## src/rtl/instr_pipeline.sv

```systemverilog
// +----------------------------------------------------------------------+
// | instr_pipeline: five-stage instruction/PC+8 carrier with Tuse/Tnew   |
// | load-use stall detection and a saturating stall counter.             |
// | Revision: 1.0                                                        |
// +----------------------------------------------------------------------+
`timescale 1ns/1ps
`default_nettype none

module instr_pipeline #(
  parameter logic [31:0] NOP_WORD = 32'h0000_0000
) (
  input  logic        clk,
  input  logic        reset,
  input  logic [31:0] instr_f,
  input  logic [31:0] pc_f,
  input  logic        flush_d,
  output logic [31:0] instr_d,
  output logic [31:0] instr_e,
  output logic [31:0] instr_m,
  output logic [31:0] instr_w,
  output logic [31:0] pc8_d,
  output logic [31:0] pc8_e,
  output logic [31:0] pc8_m,
  output logic [31:0] pc8_w,
  output logic        stall,
  output logic [15:0] stall_cnt
);

  logic [31:0] instr_d_q, instr_d_d, pc8_d_q, pc8_d_d;
  logic [31:0] instr_e_q, instr_e_d, pc8_e_q, pc8_e_d;
  logic [4:0]  dst_e_q, dst_e_d;
  logic [1:0]  tnew_e_q, tnew_e_d;
  logic [31:0] instr_m_q, instr_m_d, pc8_m_q, pc8_m_d;
  logic [4:0]  dst_m_q, dst_m_d;
  logic [1:0]  tnew_m_q, tnew_m_d;
  logic [31:0] instr_w_q, instr_w_d, pc8_w_q, pc8_w_d;
  logic [15:0] stall_cnt_q, stall_cnt_d;

  logic [5:0] op, func;
  logic [4:0] rs, rt, rd;
  logic       rs_use, rt_use;
  logic [1:0] rs_tuse, rt_tuse;
  logic [4:0] dst_dec;
  logic [1:0] tnew_dec;
  logic       stall_rs, stall_rt;

  assign op   = instr_d_q[31:26];
  assign func = instr_d_q[5:0];
  assign rs   = instr_d_q[25:21];
  assign rt   = instr_d_q[20:16];
  assign rd   = instr_d_q[15:11];

  // Decode of the D-stage word: which sources it reads and when, and what it will write.
  always_comb begin
    rs_use   = 1'b0;
    rt_use   = 1'b0;
    rs_tuse  = 2'd0;
    rt_tuse  = 2'd0;
    dst_dec  = 5'd0;
    tnew_dec = 2'd0;
    case (op)
      6'b000000: begin
        case (func)
          6'b100001, 6'b100011: begin
            rs_use   = 1'b1;
            rs_tuse  = 2'd1;
            rt_use   = 1'b1;
            rt_tuse  = 2'd1;
            dst_dec  = rd;
            tnew_dec = 2'd1;
          end
          6'b001000: begin
            rs_use  = 1'b1;
            rs_tuse = 2'd0;
          end
          default: ;
        endcase
      end
      6'b001101: begin
        rs_use   = 1'b1;
        rs_tuse  = 2'd1;
        dst_dec  = rt;
        tnew_dec = 2'd1;
      end
      6'b100011: begin
        rs_use   = 1'b1;
        rs_tuse  = 2'd1;
        dst_dec  = rt;
        tnew_dec = 2'd2;
      end
      6'b101011: begin
        rs_use  = 1'b1;
        rs_tuse = 2'd1;
        rt_use  = 1'b1;
        rt_tuse = 2'd2;
      end
      6'b000100: begin
        rs_use  = 1'b1;
        rs_tuse = 2'd0;
        rt_use  = 1'b1;
        rt_tuse = 2'd0;
      end
      6'b001111: begin
        dst_dec  = rt;
        tnew_dec = 2'd1;
      end
      6'b000011: begin
        dst_dec  = 5'd31;
        tnew_dec = 2'd0;
      end
      default: ;
    endcase
  end

  // W needs no dst/tnew: tnew has always decayed to 0 by the time a word reaches W.
  assign stall_rs = rs_use && (rs != 5'd0) &&
                    (((rs == dst_e_q) && (rs_tuse < tnew_e_q)) ||
                     ((rs == dst_m_q) && (rs_tuse < tnew_m_q)));
  assign stall_rt = rt_use && (rt != 5'd0) &&
                    (((rt == dst_e_q) && (rt_tuse < tnew_e_q)) ||
                     ((rt == dst_m_q) && (rt_tuse < tnew_m_q)));
  assign stall    = stall_rs || stall_rt;

  always_comb begin
    instr_d_d   = instr_d_q;
    pc8_d_d     = pc8_d_q;
    instr_e_d   = NOP_WORD;
    pc8_e_d     = 32'd0;
    dst_e_d     = 5'd0;
    tnew_e_d    = 2'd0;
    instr_m_d   = instr_e_q;
    pc8_m_d     = pc8_e_q;
    dst_m_d     = dst_e_q;
    tnew_m_d    = (tnew_e_q == 2'd0) ? 2'd0 : tnew_e_q - 2'd1;
    instr_w_d   = instr_m_q;
    pc8_w_d     = pc8_m_q;
    stall_cnt_d = stall_cnt_q;
    if (stall) begin
      if (stall_cnt_q != 16'hFFFF) begin
        stall_cnt_d = stall_cnt_q + 16'd1;
      end
    end else begin
      instr_e_d = instr_d_q;
      pc8_e_d   = pc8_d_q;
      dst_e_d   = dst_dec;
      tnew_e_d  = tnew_dec;
      if (flush_d) begin
        instr_d_d = NOP_WORD;
        pc8_d_d   = 32'd0;
      end else begin
        instr_d_d = instr_f;
        pc8_d_d   = pc_f + 32'd8;
      end
    end
  end

  always_ff @(posedge clk or posedge reset) begin
    if (reset) begin
      instr_d_q   <= NOP_WORD;
      pc8_d_q     <= 32'd0;
      instr_e_q   <= NOP_WORD;
      pc8_e_q     <= 32'd0;
      dst_e_q     <= 5'd0;
      tnew_e_q    <= 2'd0;
      instr_m_q   <= NOP_WORD;
      pc8_m_q     <= 32'd0;
      dst_m_q     <= 5'd0;
      tnew_m_q    <= 2'd0;
      instr_w_q   <= NOP_WORD;
      pc8_w_q     <= 32'd0;
      stall_cnt_q <= 16'd0;
    end else begin
      instr_d_q   <= instr_d_d;
      pc8_d_q     <= pc8_d_d;
      instr_e_q   <= instr_e_d;
      pc8_e_q     <= pc8_e_d;
      dst_e_q     <= dst_e_d;
      tnew_e_q    <= tnew_e_d;
      instr_m_q   <= instr_m_d;
      pc8_m_q     <= pc8_m_d;
      dst_m_q     <= dst_m_d;
      tnew_m_q    <= tnew_m_d;
      instr_w_q   <= instr_w_d;
      pc8_w_q     <= pc8_w_d;
      stall_cnt_q <= stall_cnt_d;
    end
  end

  assign instr_d   = instr_d_q;
  assign instr_e   = instr_e_q;
  assign instr_m   = instr_m_q;
  assign instr_w   = instr_w_q;
  assign pc8_d     = pc8_d_q;
  assign pc8_e     = pc8_e_q;
  assign pc8_m     = pc8_m_q;
  assign pc8_w     = pc8_w_q;
  assign stall_cnt = stall_cnt_q;

endmodule

`default_nettype wire

```

## config.mk

```make
export PLATFORM = sky130hd
export DESIGN_NAME = instr_pipeline
export DESIGN_NICKNAME = d
export VERILOG_FILES = /design/src/rtl/instr_pipeline.sv
export SDC_FILE = /design/constraint.sdc
export NUM_CORES = 1
export LEC_CHECK = 0
export CAP_MARGIN = 25
export CORE_MARGIN = 2
export CORE_UTILIZATION = 51
export CTS_BUF_LIST = sky130_fd_sc_hd__clkbuf_4 sky130_fd_sc_hd__clkbuf_8
export DETAILED_ROUTE_END_ITERATION = 8
export HOLD_SLACK_MARGIN = 0.02
export PLACE_DENSITY = 0.88
export REMOVE_ABC_BUFFERS = 1
export SYNTH_ARGS = -nofsm -noshare
export SYNTH_HDL_FRONTEND = slang
export SYNTH_SLANG_ARGS = --single-unit
export TNS_END_PERCENT = 1
```

## constraint.sdc

```tcl
create_clock -name clk -period 28.7 [get_ports clk]
set_input_delay 7.175 -clock clk [delete_from_list [all_inputs] [get_ports clk]]
set_output_delay 7.175 -clock clk [all_outputs]
set_load 0.01 [all_outputs]
```

==> impl_results.md <==
* Top cell type's share of synthesized area at 71.3%
* Worst-Margin Slew at 0.959 ns
* Start point of the worst min-delay path: pc8_m[28]
* Mapped cell area at 10000 sq um
* Met1 GRT Util at 27.5%
* Initial antenna violation count at 1
* Top cells by area, synth: dfrtp_1 (71%), and2_1 (4.2%), nand2_1 (3.0%)
* TritonCTS clock tree: done
* Type of the worst min-delay path: flop to flop
* GR Layer Usage met3 at 6.99%
* Startpoint types: flop
* Syn Area/Cell at 13.3 sq um
* Drt pass-1 iters at 4
* 1st-iter DRT viols at 354
* H-tree depth at 2
* IO Pins at 340
* Largest net degree at the start of global routing at 146
* Period utilization at 37.0%
* Area delta synth->final at 45.9%
* Clock Skew at 0.0302 ns
* Routability-driven placement congestion ratio at 0.868
* Status: completed
* Seq/Total Area, Yosys at 71.3%
* Vias in the first global route at 7172
* # resized after CTS at 0
* Fillers at 1242
* CTS buffer count at 45
* Total wire length at 25500 um
* Yosys warns at 0
* Gr busiest metal: met2
* Post-layout net count at 1184
* Setup repair after global routing missed its margin: no
* GRT Total Usage at 24.1%
* Worst setup startpoint: instr_d[27]
* Final std cells w/o fill at 1413
* Final Hold Vio Count at 0
* Final-report max-slew violation count at 0
* Register area at 7160 sq um
* Setup-failing EPs final at 0
* Detailed-route vias per instance at 4.97
* Hold Path Sink: pc8_w[28]
* Core footprint at 19400 sq um
* Post-synth EDFFs at 0
* Slew HR at 36.1%
* Setup_tns at 0 ns
* Worst-path clk slew at 0.06 ns
* Cell Rows at 51
* Die height at 144 um
* Initial Utilization at 51.7%
* Drt drc at 0
* Worst EP arrival at 3.43 ns
* Reg2reg path depth at 13
* Count leader, synth: dfrtp_1
* DRT antenna net count at 0
* Avg WL per Cell at 18.0 um
* GRT overflow at 0
* Worst r2r src: instr_d[27]
* Synth area leader: dfrtp_1
* Main flop type after synthesis: dfrtp_1
* Max-Cap Viols at 0
* Max Freq at 94.3 MHz
* Layout cells sized above 1 at 8.81%
* Area of the multi-input gates at 2660 sq um
* WS Path Type: flop to output pin
* Setup bufs post-CTS at 0
* DIE AREA at 20800 sq um
* CP Data Required Time at 21.52 ns
* FFs w/ async S/R, synth at 100%
* Clock Sinks at 286
* Crit path max fanout at 41
* Top post-synthesis cells by count: dfrtp_1 (286), nand2_1 (81), and2_1 (67), o21ai_0 (39), nand2b_1 (37)
* Peak supply drop at 0.0303 mV
* Via count at 7019
* IO buf count at 339
* Die width at 144 um
* Reg-to-reg setup timing slack at 24.83 ns
* Hold Path Stages at 0
* Root Driver: clkbuf_8
* Synth cell types at 43
* Register bit count reported by yosys at 286
* Post-route minimum period at 10.61 ns
* First-pass GRT wire length at 38300 um
* Clk buf depth at 3
* Worst reg2reg path endpoint: stall_cnt[1]
* Leakage at 6.43 nW
* # placed instances at 1328
* Grt met2 use at 42.4%
* Post-DP HPWL at 17900 um
* Cts-stage hold buffer count at 0
* PwrDens at 59.8 nW/um^2
* Mapped Cells at 753
* Clock Latency Late Sink at 0.54 ns
* Crit path capture type: output pin
worst max-delay path by stage:
stage	to	slack (ns)	depth (start not counted)
final	stall	18.09	11
after global routing	stall	17.88	11
after CTS	stall	18.05	11
after detailed placement	pc8_d[25]	18.46	4
after global placement	pc8_d[20]	18.55	4
after floorplan	dst_e_q[0]	13.63	1
metrics by stage:
stage | cell area (sq um) | worst slack (ns) | power (mW) | hold WS (ns) | utilization, %
floorplan | 9850 | 13.63 | 0.469 | 0.411 | -
global placement | 13600 | 18.55 | 0.526 | 0.355 | 70.2
detailed placement | 13600 | 18.46 | 0.529 | 0.358 | 70.2
CTS | 14600 | 18.05 | 0.882 | 0.356 | 75.1
global route | 14600 | 17.88 | 0.909 | 0.374 | 75.5
finish | 14600 | 18.09 | 0.876 | 0.354 | 75.5
cells in the final DEF (no fill, tap or decap), types with 2 or more instances in the layout:
master	instances
a21oi_1	7
a22oi_1	5
a31oi_1	2
and2_1	67
and3_1	9
and3b_1	2
and4_1	4
buf_12	2
buf_4	4
clkbuf_4	15
clkbuf_8	59
clkdlybuf4s50_1	338
clkinv_2	5
dfrtp_1	286
diode_2	2
ha_1	4
inv_1	7
nand2_1	81
nand2b_1	37
nand3_1	30
nand4_1	6
nor2_1	10
nor2b_1	3
nor3_1	8
nor4_2	2
nor4b_2	2
o21ai_0	39
o22ai_1	2
o31ai_1	28
or4_1	3
xnor2_1	32
xor2_1	28
power by group:
part	switching, mW	internal [mW]
combinational	0.0374	0.0491
clock	0.150	0.203
sequential	0.0132	0.423
state kept, by name, summed over array words and instances, names as in the netlist, 16 cells and up:
| name | count |
|---|---|
| instr_e | 32 |
| pc8_e | 32 |
| pc8_m | 32 |
| instr_m | 32 |
| pc8_d | 32 |
| stall_cnt | 16 |
| pc8_w | 32 |
| instr_d | 32 |
| instr_w | 32 |
cell type report:
cell class	count	share of cell area [%]
Tap cell	265	2.26
Multi-Input combinational cell	425	18.2
Inverter	9	0.316
Clock buffer	74	6.32
Sequential cell	286	48.9
Antenna cell	2	0.0342
Timing Repair Buffer	346	23.8
Clock inverter	6	0.222
worst max-delay path, cell delays in order (launching register included):
cell             delay, ns
dfrtp_1               0.47
and4b_1               0.26
nand2_1               0.10
inv_1                 0.06
ha_1                  0.33
inv_1                 0.06
o21ai_0               0.13
a2111oi_4             0.28
o221ai_1              0.16
o21a_2                0.17
inv_6                 0.24
clkdlybuf4s50_1       0.60
logic make-up (layout without fill, tap and decap cells):
group / after synthesis / after routing / synth area share, %
buf+inv: 42 / 435 / 2.17
xor+xnor: 60 / 60 / 5.24
other cells: 0 / 2 / 0
mux: 2 / 2 / 0.262
simple gates: 271 / 271 / 14.8
flops: 286 / 286 / 71.3
fa+ha+maj: 4 / 4 / 0.499
compound gates: 88 / 88 / 5.67
routing by layer:
layer / routed length [um] / part of all wire (%)
met1: 8970 / 35
met3: 2110 / 8.3
met2: 13400 / 53
met4: 942 / 3.7
met5: 0 / 0
Note: power is estimated with default switching activity, not from simulation.
